<file path="src/rtl/inst_fetch_ctrl_if.sv">
`default_nettype none
// ============================================================================
//  Module   : inst_fetch_ctrl_if
//  Brief    : Bundle of the two requester ports, the flush input and the
//             instruction-ROM line port of the fetch controller.
//  Revision : 1.0 - initial release
// ============================================================================
interface inst_fetch_ctrl_if #(
    parameter int ADDR_W = 32
);
    // requester 0 (IF stage)
    logic              req0_valid;
    logic [ADDR_W-1:0] req0_addr;
    logic              req0_ready;
    logic              rsp0_valid;
    logic [31:0]       rsp0_data;
    // requester 1 (loader / rodata)
    logic              req1_valid;
    logic [ADDR_W-1:0] req1_addr;
    logic              req1_ready;
    logic              rsp1_valid;
    logic [31:0]       rsp1_data;
    // line-buffer invalidate (fence.i)
    logic              flush;
    // instruction ROM line port
    logic              rom_read_op;
    logic [ADDR_W-1:0] rom_addr;
    logic [255:0]      rom_inst;

    // environment side: requesters, flush source and the ROM itself
    modport master (
        output req0_valid, req0_addr,
        input  req0_ready, rsp0_valid, rsp0_data,
        output req1_valid, req1_addr,
        input  req1_ready, rsp1_valid, rsp1_data,
        output flush,
        input  rom_read_op, rom_addr,
        output rom_inst
    );

    // controller side
    modport slave (
        input  req0_valid, req0_addr,
        output req0_ready, rsp0_valid, rsp0_data,
        input  req1_valid, req1_addr,
        output req1_ready, rsp1_valid, rsp1_data,
        input  flush,
        output rom_read_op, rom_addr,
        input  rom_inst
    );
endinterface
`default_nettype wire

</file>
<file path="src/rtl/inst_fetch_ctrl.sv">
`default_nettype none
// ============================================================================
//  Module   : inst_fetch_ctrl
//  Brief    : Two-port round-robin front end for the 8-word-line instruction
//             ROM with a single tagged 256-bit line buffer.
//  Revision : 1.0 - initial release
// ============================================================================
module inst_fetch_ctrl #(
    parameter int ADDR_W    = 32,
    parameter int FILL_WAIT = 0
) (
    input wire               CLK,
    input wire               RST,
    inst_fetch_ctrl_if.slave bus
);
    localparam int         TAG_W       = ADDR_W - 5;
    localparam logic [3:0] C_FILL_WAIT = 4'(FILL_WAIT);

    typedef enum logic [1:0] {
        ST_IDLE = 2'd0,
        ST_FILL = 2'd1,
        ST_RESP = 2'd2
    } state_t;

    state_t              r_state;
    state_t              w_state_nxt;
    logic                r_line_valid;
    logic [TAG_W-1:0]    r_line_tag;
    logic [255:0]        r_line_data;
    logic                r_rr;
    logic [ADDR_W-1:2]   r_addr;
    logic                r_port;
    logic [3:0]          r_cnt;
    logic                r_flush_pend;

    logic                w_both;
    logic                w_any;
    logic                w_grant;
    logic [ADDR_W-1:2]   w_req_addr;
    logic                w_hit;
    logic                w_accept;
    logic                w_fill_done;
    logic [31:0]         w_word;
    logic                w_unused_addr_lsbs;

    // Byte-offset bits never matter for a word fetch.
    assign w_unused_addr_lsbs = ^{bus.req0_addr[1:0], bus.req1_addr[1:0]};

    // Arbitration, hit detection and next-state selection.
    always_comb begin
        w_both      = bus.req0_valid & bus.req1_valid;
        w_any       = bus.req0_valid | bus.req1_valid;
        w_grant     = w_both ? r_rr : bus.req1_valid;
        w_req_addr  = w_grant ? bus.req1_addr[ADDR_W-1:2] : bus.req0_addr[ADDR_W-1:2];
        w_hit       = r_line_valid && (r_line_tag == w_req_addr[ADDR_W-1:5]);
        w_accept    = (r_state == ST_IDLE) && w_any && !RST;
        w_fill_done = (r_state == ST_FILL) && (r_cnt == 4'd0);
        w_state_nxt = r_state;
        case (r_state)
            ST_IDLE: if (w_any) w_state_nxt = w_hit ? ST_RESP : ST_FILL;
            ST_FILL: if (w_fill_done) w_state_nxt = ST_RESP;
            ST_RESP: w_state_nxt = ST_IDLE;
            default: w_state_nxt = ST_IDLE;
        endcase
    end

    // Outputs are forced low while reset is held so nothing leaks mid-reset.
    assign w_word          = r_line_data[{r_addr[4:2], 5'b00000} +: 32];
    assign bus.req0_ready  = w_accept & ~w_grant;
    assign bus.req1_ready  = w_accept &  w_grant;
    assign bus.rom_read_op = (r_state == ST_FILL) && !RST;
    assign bus.rom_addr    = bus.rom_read_op ? {r_addr[ADDR_W-1:5], 5'b00000} : '0;
    assign bus.rsp0_valid  = (r_state == ST_RESP) && !r_port && !RST;
    assign bus.rsp1_valid  = (r_state == ST_RESP) &&  r_port && !RST;
    assign bus.rsp0_data   = bus.rsp0_valid ? w_word : 32'd0;
    assign bus.rsp1_data   = bus.rsp1_valid ? w_word : 32'd0;

    // FSM state register.
    always_ff @(posedge CLK) begin
        if (RST) r_state <= ST_IDLE;
        else     r_state <= w_state_nxt;
    end

    // Request latch, round-robin pointer, wait counter and line buffer.
    always_ff @(posedge CLK) begin
        if (RST) begin
            r_line_valid <= 1'b0;
            r_line_tag   <= '0;
            r_line_data  <= '0;
            r_rr         <= 1'b0;
            r_addr       <= '0;
            r_port       <= 1'b0;
            r_cnt        <= 4'd0;
            r_flush_pend <= 1'b0;
        end else begin
            if (w_accept) begin
                r_addr       <= w_req_addr;
                r_port       <= w_grant;
                r_cnt        <= C_FILL_WAIT;
                r_flush_pend <= 1'b0;
                if (w_both) r_rr <= ~w_grant;
            end else if ((r_state == ST_FILL) && (r_cnt != 4'd0)) begin
                r_cnt <= r_cnt - 4'd1;
            end
            // A flush seen anywhere in the fill must keep the new line invalid.
            if ((r_state == ST_FILL) && bus.flush) r_flush_pend <= 1'b1;
            if (w_fill_done) begin
                r_line_data  <= bus.rom_inst;
                r_line_tag   <= r_addr[ADDR_W-1:5];
                r_line_valid <= !(bus.flush || r_flush_pend);
            end
            if (bus.flush) r_line_valid <= 1'b0;
        end
    end
endmodule
`default_nettype wire

</file>
<file path="src/flat_wrapper.sv">
// flat-port wrapper written by rule: the top's interface ports become plain ports
module inst_fetch_ctrl_flat 
#(
    parameter int ADDR_W    = 32,
    parameter int FILL_WAIT = 0
)
  (CLK, RST, bus_req0_valid, bus_req0_addr, bus_req0_ready, bus_rsp0_valid, bus_rsp0_data, bus_req1_valid, bus_req1_addr, bus_req1_ready, bus_rsp1_valid, bus_rsp1_data, bus_flush, bus_rom_read_op, bus_rom_addr, bus_rom_inst);
  inst_fetch_ctrl_if #(.ADDR_W(ADDR_W)) bus_i ();
  input wire CLK;
  input wire RST;
  input wire logic [$bits(bus_i.req0_valid)-1:0] bus_req0_valid;
  input wire logic [$bits(bus_i.req0_addr)-1:0] bus_req0_addr;
  output wire logic [$bits(bus_i.req0_ready)-1:0] bus_req0_ready;
  output wire logic [$bits(bus_i.rsp0_valid)-1:0] bus_rsp0_valid;
  output wire logic [$bits(bus_i.rsp0_data)-1:0] bus_rsp0_data;
  input wire logic [$bits(bus_i.req1_valid)-1:0] bus_req1_valid;
  input wire logic [$bits(bus_i.req1_addr)-1:0] bus_req1_addr;
  output wire logic [$bits(bus_i.req1_ready)-1:0] bus_req1_ready;
  output wire logic [$bits(bus_i.rsp1_valid)-1:0] bus_rsp1_valid;
  output wire logic [$bits(bus_i.rsp1_data)-1:0] bus_rsp1_data;
  input wire logic [$bits(bus_i.flush)-1:0] bus_flush;
  output wire logic [$bits(bus_i.rom_read_op)-1:0] bus_rom_read_op;
  output wire logic [$bits(bus_i.rom_addr)-1:0] bus_rom_addr;
  input wire logic [$bits(bus_i.rom_inst)-1:0] bus_rom_inst;
  assign bus_i.req0_valid = bus_req0_valid;
  assign bus_i.req0_addr = bus_req0_addr;
  assign bus_req0_ready = bus_i.req0_ready;
  assign bus_rsp0_valid = bus_i.rsp0_valid;
  assign bus_rsp0_data = bus_i.rsp0_data;
  assign bus_i.req1_valid = bus_req1_valid;
  assign bus_i.req1_addr = bus_req1_addr;
  assign bus_req1_ready = bus_i.req1_ready;
  assign bus_rsp1_valid = bus_i.rsp1_valid;
  assign bus_rsp1_data = bus_i.rsp1_data;
  assign bus_i.flush = bus_flush;
  assign bus_rom_read_op = bus_i.rom_read_op;
  assign bus_rom_addr = bus_i.rom_addr;
  assign bus_i.rom_inst = bus_rom_inst;
  inst_fetch_ctrl #(.ADDR_W(ADDR_W), .FILL_WAIT(FILL_WAIT)) u_core (.CLK(CLK), .RST(RST), .bus(bus_i));
endmodule
</file>
<file path="config.mk">
export PLATFORM = sky130hd
export DESIGN_NAME = inst_fetch_ctrl_flat
export DESIGN_NICKNAME = d
export VERILOG_FILES = /design/src/rtl/inst_fetch_ctrl_if.sv /design/src/rtl/inst_fetch_ctrl.sv /design/src/flat_wrapper.sv
export SDC_FILE = /design/constraint.sdc
export NUM_CORES = 1
export LEC_CHECK = 0
export BUFFER_PORTS_ARGS = -buffer_cell sky130_fd_sc_hd__buf_2
export CAP_MARGIN = 5
export CORE_UTILIZATION = 52
export CTS_CLUSTER_DIAMETER = 150
export DETAILED_ROUTE_END_ITERATION = 10
export MAX_ROUTING_LAYER = met4
export PLACE_DENSITY = 0.8
export SYNTH_ARGS = -nofsm -noshare
export SYNTH_HDL_FRONTEND = slang
export SYNTH_SLANG_ARGS = --single-unit
</file>
<file path="constraint.sdc">
create_clock -name CLK -period 3.04 [get_ports CLK]
set_clock_uncertainty 0.05 [all_clocks]
set_input_delay 0.608 -clock CLK [delete_from_list [all_inputs] [get_ports CLK]]
set_output_delay 0.608 -clock CLK [all_outputs]
set_load 0.1 [all_outputs]
</file>
==> out/metrics.yaml <==
route:
  via_per_inst: 5.73
  wl_microns: 48700
  drtIter0Drc: 1484
  drcViolationCount: 0
  vias: 14300
  detail_route.first_pass.iterations: 6
  wl_per_cell_microns: 19.5
  postRouteAntennaNets: 0
logic_synthesis:
  synth-edff-count: 0
  async_flop_share: 0
  synth_top_family_by_area: "simple AND/OR/NAND/NOR gates"
  synth.area.mux_share: 0.136
  synth_area_sq_um: 14300
  synthAdderAreaFrac: 0.000877
  postSynthAreaPerCell_sq_um: 8.18
  yosysWarnings: 0
  synth_simple_gate_area_share: 0.210
  ys_ff_latch: 323
  synth_xor_area_frac: 0.00736
  synth_compound_area_frac: 0.144
  synth_flop_cell: "dfxtp_1"
  ys_types: 53
  ys_seq_area_frac: 0.453
  netlist_instances: 1745
critical_path:
  end_kind: "output port"
  crit_buf_inv: 3
  worst_path_most_repeated_cell: "buf_4"
  path_class: "register to output port"
  crit_chain: "buf_4 -> clkbuf_16 -> mux4_2 -> mux2i_2 -> nor2_2 -> buf_4"
  rrSetupSlack_ns: 0.56
  regToRegEndpoint: "u_core.r_state[0]"
  required_ns: 2.38
  critical-path-slowest-cell: "mux4_2"
  crit_fanout: 7
  ff2ff_path_depth: 9
  critPathTopFamily: "multiplexers"
  max_stage_delay_ns: 0.59
  start_kind: "register"
  worstReg2RegStart: "u_core.r_rr"
  critical_path_arrival_ns: 2.35
timing:
  slew_viol_final: 0
  setup-tns-final_ns: 0
  hold_viol: 0
  relSlewSlack: 0.448
  tightest_slew_ns: 0.828
  fin_ws_ns: 0.0326
  min_period_ns: 3.01
  clock.fmax_ghz: 0.333
  finalCritPeriodShare: 0.989
  holdWs_ns: 0.238
  setup_viol: 0
power_and_ir_drop:
  switchingPower_mw: 3.04
  powerDensity_nw_per_um2: 559
  vdd_drop_max_mv: 0.388
  switching_share: 0.279
  seq_power_share: 0.434
  clkPwrFrac: 0.392
  p_int_mw: 7.85
  leakagePower_nw: 7.58
  power_frac_comb: 0.174
  finalPower_mw: 10.9
clock_tree:
  htreeDepth: 2
  cts.sinks: 323
  cts_made_buffers: 34
  path_clk_slew_ns: 0.06
  cts_hold_buf: 0
  cts_tree: "yes"
  clock-root-buffer: "clkbuf_16"
  clk_latency_ns: 0.52
  cts_max_path_buffers: 3
floorplan:
  coreArea_sq_um: 27000
  dieArea_sq_um: 28100
  initial_core_util: 0.530
  die_w_microns: 168
  die_height_microns: 168
  rows: 60
  pin_count: 426
finish:
  final-seq-area_sq_um: 6470
  areaGrowthSynthToFinish_pct: 36.6
  fin_cells: 2492
  final_util: 0.724
  drive_gt1_frac: 0.317
  design_area_sq_um: 19500
  nNetsFinal: 2434
  multi_input_area_sq_um: 7580
  fill_cells: 1977
run:
  max_cap_violations: 0
place:
  post_dp_cell_area_sq_um: 17700
  place_congestion: 0.914
  dp_hpwl_microns: 33300
  dp_slack_ns: 0.181
  port_buffers: 416
  dpl.cell_count: 2404
global_route:
  grt_pass1_vias: 13500
  antenna_found_initial: 18
  grt_max_degree: 174
  grt_overflow: 0
  grtUsageTotal: 0.340
  grt_pass1_wl_microns: 72100
min_path:
  whs_path_depth: 2
  min_path_type: "input pin to register"
  hold_start: "bus_flush"
  whs_endpoint: "u_core.r_line_valid"
run_status:
  status: "finished clean"
==> timing repair <==
action                     CTS  global route
resized for setup           70            25
pin swaps                    0             0
setup buffers                0             4
setup endpoints to repair   51            59
gates cloned                 1             4
hold endpoints to repair     0             0
==> worst register-to-register path, stage by stage, from the launching register on <==
cell	delay (ns)
dfxtp_1	0.35
nor2b_4	0.23
nor2_8	0.09
buf_4	0.17
a21oi_1	0.33
o22ai_1	0.13
or4_1	0.54
nor4_2	0.23
buf_4	0.16
o22ai_1	0.07
==> cells in the final DEF (no fill, tap or decap), drive strengths merged, types with 5 or more instances in the layout <==
cell type	synthesis	layout
nand2	587	587
buf	21	461
dfxtp	323	323
a21oi	302	302
nor2	108	108
mux4	64	64
clkbuf	121	54
mux2i	48	48
inv	30	32
and2	29	29
a211oi	21	21
diode	0	19
xor2	9	9
nor2b	8	8
a311oi	7	7
a2111oi	6	6
a222oi	5	5
o22ai	5	5
conb	1	5
nand3	5	5
clkinv	0	5
==> synthesized netlist by cell type, types with 3 or more instances <==
| cell type | number | area [sq um] |
|---|---|---|
| nor3_1 | 4 | 20.0 |
| xnor2_1 | 3 | 26.3 |
| nor2_1 | 107 | 402 |
| a2111oi_0 | 6 | 52.6 |
| nand2_1 | 587 | 2200 |
| nand4_1 | 3 | 18.8 |
| o2bb2ai_1 | 4 | 35.0 |
| nand3_1 | 5 | 25.0 |
| nor2b_1 | 7 | 43.8 |
| a211oi_1 | 21 | 158 |
| a22oi_1 | 4 | 30.0 |
| buf_1 | 6 | 22.5 |
| a31oi_1 | 3 | 18.8 |
| o21ai_0 | 3 | 15.0 |
| buf_4 | 6 | 45.0 |
| inv_1 | 29 | 109 |
| a21oi_1 | 302 | 1510 |
| mux4_2 | 64 | 1440 |
| dfxtp_1 | 323 | 6470 |
| mux2i_1 | 47 | 470 |
| buf_2 | 7 | 35.0 |
| a311oi_1 | 7 | 61.3 |
| o22ai_1 | 5 | 31.3 |
| and2_1 | 29 | 181 |
| clkbuf_1 | 121 | 454 |
| a222oi_1 | 5 | 50.1 |
| or4_1 | 3 | 22.5 |
| xor2_1 | 9 | 78.8 |
==> routing by layer <==
layer | GRT usage | share of wire | routed length [microns] | vias to the layer above
li1 | - | - | - | 6602
met1 | 0.424 | 0.40 | 19300 | 6775
met2 | 0.533 | 0.48 | 23400 | 763
met3 | 0.0612 | 0.079 | 3850 | 149
met4 | 0.164 | 0.044 | 2130 | 0
met5 | - | 0 | 0 | -
==> registers in the layout, indices dropped and copies added (netlist names) <==
| signal | cells |
|---|---|
| u_core.r_cnt | 4 |
| u_core.r_line_valid | 1 |
| u_core.r_state | 2 |
| u_core.r_line_tag | 27 |
| u_core.r_port | 1 |
| u_core.r_line_data | 256 |
| u_core.r_rr | 1 |
| u_core.r_flush_pend | 1 |
| u_core.r_addr | 30 |
==> cell families after synthesis <==
logic type / after synthesis
AND/OR/NAND/NOR: 753
buffers and inverters: 172
adder cells (fa/ha/maj): 1
flip-flops: 323
other: 1
XOR/XNOR: 12
multiplexers: 113
AO/OA/AOI/OAI: 370
==> power groups by stage <==
stage                     Sequential, mW  Combinational, mW  Clock, mW
after global routing                4.75               2.03       4.52
after global placement              4.78               1.71          0
after detailed placement            4.80               1.75          0
final                               4.72               1.89       4.28
after CTS                           4.72               1.81       4.31
after floorplan                     4.74               1.14          0
==> cell type report <==
type / count / area share
repair buffers: 465 / 0.190
inverters: 30 / 0.00577
clock inverters: 10 / 0.00783
clock buffers: 50 / 0.0513
diodes: 19 / 0.00244
multi-input cells: 1254 / 0.389
flip-flops and latches: 323 / 0.332
well taps: 341 / 0.0219
==> how the worst max path moves through the flow <==
stage	cells past startpoint	end	slack (ns)	from
after CTS	5	bus_rsp1_data[12]	-0.08	u_core.r_addr[2]
after global routing	6	bus_rsp1_data[17]	-0.01	u_core.r_addr[2]
after floorplan	5	bus_rsp1_data[24]	-0.35	u_core.r_addr[2]
final	6	bus_rsp0_data[1]	0.03	u_core.r_addr[2]
after detailed placement	10	u_core.r_state[0]	0.18	bus_req0_valid
after global placement	9	u_core.r_state[0]	0.20	bus_req0_valid
No activity file was read; power rests on OpenSTA's default activity.
